<file path="src/rtl/mem_access_ctrl.sv">
// Two-phase half-word sequencer between the MEM stage and a 16-bit asynchronous SRAM.
// Each 32-bit access runs LO then HI for WAIT_CYCLES clocks each, then pulses ready.
module mem_access_ctrl #(
   parameter int unsigned WAIT_CYCLES = 2,
   parameter logic [31:0] ADDR_BASE   = 32'd1024
) (
   input  logic        clk,
   input  logic        rst,
   input  logic        mem_r_en,
   input  logic        mem_w_en,
   input  logic [31:0] addr,
   input  logic [31:0] wdata,
   output logic [31:0] rdata,
   output logic        ready,
   output logic        freeze,
   output logic [17:0] sram_addr,
   output logic [15:0] sram_dq_o,
   input  logic [15:0] sram_dq_i,
   output logic        sram_dq_oe,
   output logic        sram_we_n
);

   localparam int unsigned CW = $clog2(WAIT_CYCLES) + 1;
   localparam logic [CW-1:0] CNT_LAST = CW'(WAIT_CYCLES - 1);

   typedef enum logic [1:0] {IDLE, LO, HI, DONE} state_t;

   state_t      state, state_nxt;
   logic [CW-1:0] cnt, cnt_nxt;
   logic        op_wr;
   logic [16:0] word;
   logic [31:0] wbuf;

   logic        req;
   logic        phase_end;
   logic [16:0] req_word;
   logic        eff_wr;
   logic [16:0] eff_word;
   logic [31:0] eff_wdata;

   logic [31:0] rdata_nxt;
   logic        ready_nxt;
   logic [17:0] sram_addr_nxt;
   logic [15:0] sram_dq_o_nxt;
   logic        sram_dq_oe_nxt;
   logic        sram_we_n_nxt;

   assign req       = mem_r_en | mem_w_en;
   assign req_word  = 17'((addr - ADDR_BASE) >> 2);
   assign phase_end = (cnt == CNT_LAST);
   assign freeze    = req & ~ready;

   // SRAM pins are registered from the next state, so the entering edge must use the
   // live request fields while IDLE and the latched copy afterwards.
   assign eff_wr    = (state == IDLE) ? mem_w_en : op_wr;
   assign eff_word  = (state == IDLE) ? req_word : word;
   assign eff_wdata = (state == IDLE) ? wdata    : wbuf;

   always_ff @(posedge clk or posedge rst) begin
      if (rst) begin
         state      <= IDLE;
         cnt        <= '0;
         op_wr      <= 1'b0;
         word       <= '0;
         wbuf       <= '0;
         rdata      <= '0;
         ready      <= 1'b0;
         sram_addr  <= '0;
         sram_dq_o  <= '0;
         sram_dq_oe <= 1'b0;
         sram_we_n  <= 1'b1;
      end else begin
         state      <= state_nxt;
         cnt        <= cnt_nxt;
         if (state == IDLE && req) begin
            op_wr <= mem_w_en;
            word  <= req_word;
            wbuf  <= wdata;
         end
         rdata      <= rdata_nxt;
         ready      <= ready_nxt;
         sram_addr  <= sram_addr_nxt;
         sram_dq_o  <= sram_dq_o_nxt;
         sram_dq_oe <= sram_dq_oe_nxt;
         sram_we_n  <= sram_we_n_nxt;
      end
   end

   always_comb begin
      state_nxt = state;
      cnt_nxt   = cnt;
      case (state)
         IDLE: begin
            if (req) begin
               state_nxt = LO;
               cnt_nxt   = '0;
            end
         end
         LO: begin
            if (phase_end) begin
               state_nxt = HI;
               cnt_nxt   = '0;
            end else begin
               cnt_nxt = cnt + 1'b1;
            end
         end
         HI: begin
            if (phase_end) begin
               state_nxt = DONE;
               cnt_nxt   = '0;
            end else begin
               cnt_nxt = cnt + 1'b1;
            end
         end
         DONE:    state_nxt = IDLE;
         default: state_nxt = IDLE;
      endcase
   end

   always_comb begin
      rdata_nxt      = rdata;
      ready_nxt      = 1'b0;
      sram_addr_nxt  = sram_addr;
      sram_dq_o_nxt  = sram_dq_o;
      sram_dq_oe_nxt = 1'b0;
      sram_we_n_nxt  = 1'b1;

      case (state_nxt)
         LO: begin
            sram_addr_nxt = {eff_word, 1'b0};
            if (eff_wr) begin
               sram_dq_o_nxt  = eff_wdata[15:0];
               sram_dq_oe_nxt = 1'b1;
               sram_we_n_nxt  = 1'b0;
            end
         end
         HI: begin
            sram_addr_nxt = {eff_word, 1'b1};
            if (eff_wr) begin
               sram_dq_o_nxt  = eff_wdata[31:16];
               sram_dq_oe_nxt = 1'b1;
               sram_we_n_nxt  = 1'b0;
            end
         end
         DONE:    ready_nxt = 1'b1;
         default: ;
      endcase

      // Read data is sampled on the last edge of each phase.
      if (!op_wr && phase_end) begin
         if (state == LO) rdata_nxt[15:0]  = sram_dq_i;
         if (state == HI) rdata_nxt[31:16] = sram_dq_i;
      end
   end

endmodule

</file>
<file path="config.mk">
export PLATFORM = sky130hd
export DESIGN_NAME = mem_access_ctrl
export DESIGN_NICKNAME = d
export VERILOG_FILES = /design/src/rtl/mem_access_ctrl.sv
export SDC_FILE = /design/constraint.sdc
export NUM_CORES = 1
export LEC_CHECK = 0
export BUFFER_PORTS_ARGS = -buffer_cell sky130_fd_sc_hd__clkbuf_2
export CORE_UTILIZATION = 23
export DETAILED_ROUTE_END_ITERATION = 10
export GPL_ROUTABILITY_DRIVEN = 0
export SYNTH_ARGS = -nofsm -noshare
export SYNTH_HDL_FRONTEND = slang
export SYNTH_SLANG_ARGS = --single-unit
</file>
<file path="constraint.sdc">
create_clock -name clk -period 6.1 [get_ports clk]
set_clock_uncertainty 0.1 [all_clocks]
set_input_delay 0.61 -clock clk [delete_from_list [all_inputs] [get_ports clk]]
set_output_delay 0.61 -clock clk [all_outputs]
set_load 0.02 [all_outputs]
</file>
**Word-level counts from Yosys, hierarchy flattened**

Cells that the tools add are included.

- Register bits after elaboration: 123
- Bits in latches: 0
- Bits in writable memories: 0
- ROM bits: 0
- Bits of input ports: 84
- Output and inout bits: 70
- Logic and storage cells: 58
- Memories kept: 0

- Add/sub/neg operators: 2
- Multiply operators: 0
- Divide/modulo/power cells: 0
- $lt $le $gt $ge: 0
- Equality and inequality tests: 10
- Shift operators: 0
- Mux-type cells: 19
- Bitwise gates (word level): 3
- Reduce and logical (&&, ||, !) cells: 12

Operator list:

| kind | number |
|---|---|
| $pmux 18 s2 | 1 |
| $mux 16 | 2 |
| $mux 32 | 1 |
| $pmux 16 s2 | 1 |
| $sub 19x11->19 const B | 1 |
| $mux 17 | 1 |
| $mux 2 | 5 |
| $eq 2x2->1 const B | 4 |
| $pmux 2 s4 | 1 |
| $eq 2x1->1 const B | 3 |
| $mux 1 | 6 |
| $ne 2x2->1 const B | 3 |
| $reduce_and 2->1 | 3 |
| $pmux 2 s2 | 1 |
| $reduce_bool 2->1 | 2 |
| $reduce_or 2->1 | 2 |
| $reduce_and 3->1 | 1 |
| $add 2x1->2 const B | 1 |
| $logic_and 1x1->1 | 2 |
| $logic_not 2->1 | 1 |
| $and 1x1->1 | 1 |
| $logic_not 1->1 | 1 |
| $not 1->1 | 1 |
| $or 1x1->1 | 1 |

**Depth between registers and ports, before layout**

- Word-level depth: 6
- Gate-level depth with buffers: 14
- Gate-level depth less buffers: 9

**Least setup slack after synthesis**

Ideal clock, no wire load.

- Kind: reg-to-reg
- Start: reg state[1]
- End: reg sram_dq_o[0]
- Library setup time: 125 ps
- Data arrival time: 3093 ps
- Data required time: 5875 ps
- Slack: 2782 ps
- Stages on the path, launching flop included: 14
- Buffers on the path: 5
- Period minus slack after synthesis: 3318 ps
- Cells stage by stage: dfrtp_1 -> inv_1 -> ha_1 -> buf_2 -> buf_2 -> clkbuf_1 -> a211oi_1 -> o21a_1 -> ha_1 -> buf_2 -> or2_2 -> a21oi_2 -> buf_4 -> mux2_2

- Cells in the longest elaborated chain, start to end: 5
- Elaborated cells on any way between the ends: 19
- Classes of those cells: 7 x eq/ne; 9 x mux; 3 x reduce/logical

RTL lines:

| item | line | text |
|---|---|---|
| start, declared | 28 | `state_t state, state_nxt;` |
| start signal, assigned | 73 | `state <= state_nxt;` |
| $eq 2x2->1 (tied with other cells) | 92 | `case (state)` |
| $pmux 2 s4 | 92 |  |
| $eq 2x1->1 / $eq 2x2->1 (equally long branches) | 128 | `case (state_nxt)` |
| $ne 2x2->1 (no line) / $reduce_bool 2->1 (equally long branches) | -- |  |
| $reduce_and 3->1 (no line) | -- |  |
| end signal, assigned | 83 | `sram_dq_o <= sram_dq_o_nxt;` |
| end, declared | 17 | `output logic [15:0] sram_dq_o,` |

Parallel ways exist; a longest one is shown, timed or not. The select of a mux whose other input is x is not followed.
A chain may end at the register's enable or synchronous reset.

**Final worst setup path**

- Start: reg state[1]
- End: reg sram_dq_o[6]

- Cells in the longest elaborated chain, start to end: 5
- Elaborated cells on any way between the ends: 19
- Classes of those cells: 7 x eq/ne; 9 x mux; 3 x reduce/logical

RTL lines:

| item | line |
|---|---|
| $eq 2x2->1 (tied with other cells) | 92 |
| $pmux 2 s4 (*) | 92 |
| via state_nxt[1] | 28 |
| $eq 2x1->1 / $eq 2x2->1 (equally long branches) | 128 |
| $ne 2x2->1 (no line) / $reduce_bool 2->1 (equally long branches) | -- |
| $reduce_and 3->1 (no line) | -- |

The timed path passes the listed nets; every way through them passes the cells marked *. The select of a mux whose other input is x is not followed.

==> results.py <==
metrics = {
    "run_status": {
        "status": "finished clean",
    },
    "floorplanning": {
        "die_x_um": 156,
        "ios": 154,
        "core_mm2": 0.0234,
        "initial_core_util": 0.234,
        "dieArea_mm2": 0.0245,
        "rows": 56,
        "dieHeight_um": 156,
    },
    "worst_setup_path": {
        "cp_slowest_cell": "ha_1",
        "cp-start-kind": "flop",
        "critical_path.endpoint_type": "flop",
        "crit_arrival_ns": 3.92,
        "path_cells": "inv_1 -> ha_2 -> nor2_1 -> a21oi_1 -> a2bb2oi_1 -> ha_1 -> or2_2 -> a21oi_2 -> buf_4 -> mux2_2",
        "max_stage_delay_ns": 0.87,
        "criticalPathCategory": "reg -> reg",
        "crit_required_ns": 6.29,
        "critPathMaxFanout": 22,
    },
    "clock_network": {
        "holdBufCountCts": 0,
        "numCtsBuffers": 17,
        "clk_transition_reported_paths_ns": 0.06,
        "cts_buffer_depth": 2,
        "cts-root-buf": "clkbuf_16",
        "cts_setup_buffers": 0,
        "ctsResizeCount": 0,
        "cts_sinks": 123,
        "insertion_delay_ns": 0.41,
        "cts_tree": "done",
        "htreeDepth": 4,
    },
    "finish": {
        "fillCellCount": 2464,
        "mostFrequentLayoutCells": "nand2_1, clkbuf_2, dfrtp_1",
        "antennaDiodeCount": 0,
        "stdcell_count": 949,
        "area_delta_synth_final_pct": 29.5,
        "final_common_cell": "nand2_1",
        "drive_gt1_frac": 0.397,
        "seq_area_mm2": 0.00308,
        "multi_input_area_mm2": 0.00227,
        "nets": 709,
    },
    "yosys": {
        "syn-num-nets": 571,
        "ys_seq_area_frac": 0.561,
        "synth_top_cells_by_area": "dfrtp_1, mux2_2, nand2_1",
        "synth_seq_cells": 123,
        "synth.distinct_cells": 43,
        "netlist_instances": 479,
        "synth_top_area_frac": 0.556,
        "yosysWarnings": 0,
        "synth_edf_count": 0,
        "postSynth.asyncResetShare": 1.00,
        "synthFlopType": "dfrtp_1",
        "syn_area_per_cell_um2": 11.5,
        "syn-cell-area_mm2": 0.00549,
        "synth_area_leader_cell": "dfrtp_1",
    },
    "min_path": {
        "hp-class": "in -> async",
    },
    "timing": {
        "setup_viol": 0,
        "max_freq_mhz": 268,
        "worstMarginPinSlew_ns": 1.05,
        "hold_violations": 0,
        "fin_crit_sh": 0.612,
        "rsz0062_at_grt": "false",
        "period_minus_slack_ns": 3.73,
        "drv_slew": 0,
        "slew_headroom": 0.303,
        "setup_ws_ns": 2.37,
        "finalSetupTns_ns": 0,
    },
    "power_and_ir_drop": {
        "vdd_drop_max_v": 0.000228,
        "total_power_mw": 4.72,
        "p_leak_nw": 3.34,
        "power_density_mw_per_mm2": 665,
    },
    "grt": {
        "grt_pass1_wl_um": 20900,
        "gr-total-overflow": 0,
        "grt_pass1_vias": 3887,
        "track_usage": 0.113,
        "grt_max_degree": 70,
        "antenna_found_initial": 0,
    },
    "placement": {
        "placed_cells": 917,
        "dp_hpwl_um": 8750,
        "io_buffers": 138,
        "post-place-ws_ns": 2.26,
    },
    "drt": {
        "drtIter0Drc": 132,
        "drc": 0,
        "via_per_inst": 4.18,
        "vias": 3965,
        "wire_per_inst_um": 13.8,
        "firstDrtPassIters": 4,
        "ant_nets": 0,
        "wl_um": 13100,
    },
    "job": {
        "cap_violations": 0,
    },
}
-- path summary, 6_finish.rpt --
kind	from	to	slack [ns]	cells after the start
max	state[1]	sram_dq_o[6]	2.37	10
min	rst	rdata[29]	0.28	2
max reg2reg	state[1]	sram_dq_o[6]	2.37	10
min reg2reg	wbuf[19]	wbuf[19]	0.37	2
max in group asynchronous	rst	rdata[10]	4.30	3
min in group clk	wdata[10]	wbuf[10]	0.31	3
-- power by group --
group          switching [mW]  internal [mW]  total (mW)  leakage [nW]
logic                    1.29          0.986        2.28          1.58
clock network           0.364          0.633       0.997         0.273
registers               0.198           1.25        1.45          1.49
-- final cells by class --
class / count / share of cell area
sequential: 123 / 0.434
inverter: 8 / 0.00458
clock inverter: 7 / 0.0130
tap: 319 / 0.0562
clock buffer: 25 / 0.0683
timing repair buffer: 145 / 0.105
multi-input combinational: 322 / 0.320
-- sequential cells by signal, indices dropped and copies added, names as in the netlist --
register    count
word           17
cnt             2
sram_dq_o      16
rdata          32
sram_dq_oe      1
sram_we_n       1
wbuf           32
state           2
sram_addr      18
ready           1
op_wr           1
-- routing by layer --
metal / vias to the layer above / part of all wire / GRT usage
li1: 1923 / - / -
met1: 1928 / 0.47 / 0.145
met2: 102 / 0.44 / 0.170
met3: 12 / 0.077 / 0.0451
met4: 0 / 0.011 / 0.0383
met5: - / 0 / 0
-- worst max-delay path: cells and delay by family (launching register included) --
family | cells | cell delay (ns)
adders and majority gates | 2 | 1.58
AOI/OAI and AO/OA | 3 | 0.53
DFF | 1 | 0.41
buffers and inverters | 2 | 0.36
and+or+nand+nor | 2 | 0.33
muxes | 1 | 0.29
-- cell families (layout without fill, tap and decap cells) --
group / Yosys count / in the layout / synth area share
adders and majority gates: 8 / 8 / 0.0182
AOI/OAI and AO/OA: 52 / 52 / 0.0575
DFF: 123 / 123 / 0.561
muxes: 74 / 74 / 0.183
and+or+nand+nor: 185 / 185 / 0.148
buffers and inverters: 34 / 185 / 0.0276
xor gates and xnor gates: 3 / 3 / 0.00479
-- through the flow --
| step | cell area [um^2] | util | hold WS, ns |
|---|---|---|---|
| 4_1_cts | 7100 | 0.304 | 0.279 |
| 3_5_place_dp | 6530 | 0.279 | 0.357 |
| 3_3_place_gp | 6530 | 0.279 | 0.353 |
| 2_1_floorplan | 5490 | - | 0.340 |
| 5_1_grt | 7100 | 0.304 | 0.297 |
| 6_report | 7100 | 0.304 | 0.279 |
-- synth_stat cells (all sizes together), types with 4 or more instances --
cell and count:
or3 5, or4 6, nand3 4, nand2b 4
o21ai 25, nor3b 9, mux4 16, nand2 140
nor2 11, mux2i 9, a31oi 4, inv 8
mux2 49, a21oi 8, buf 13, clkbuf 13
dfrtp 122, ha 8
Note: power is estimated with default switching activity, not from simulation.
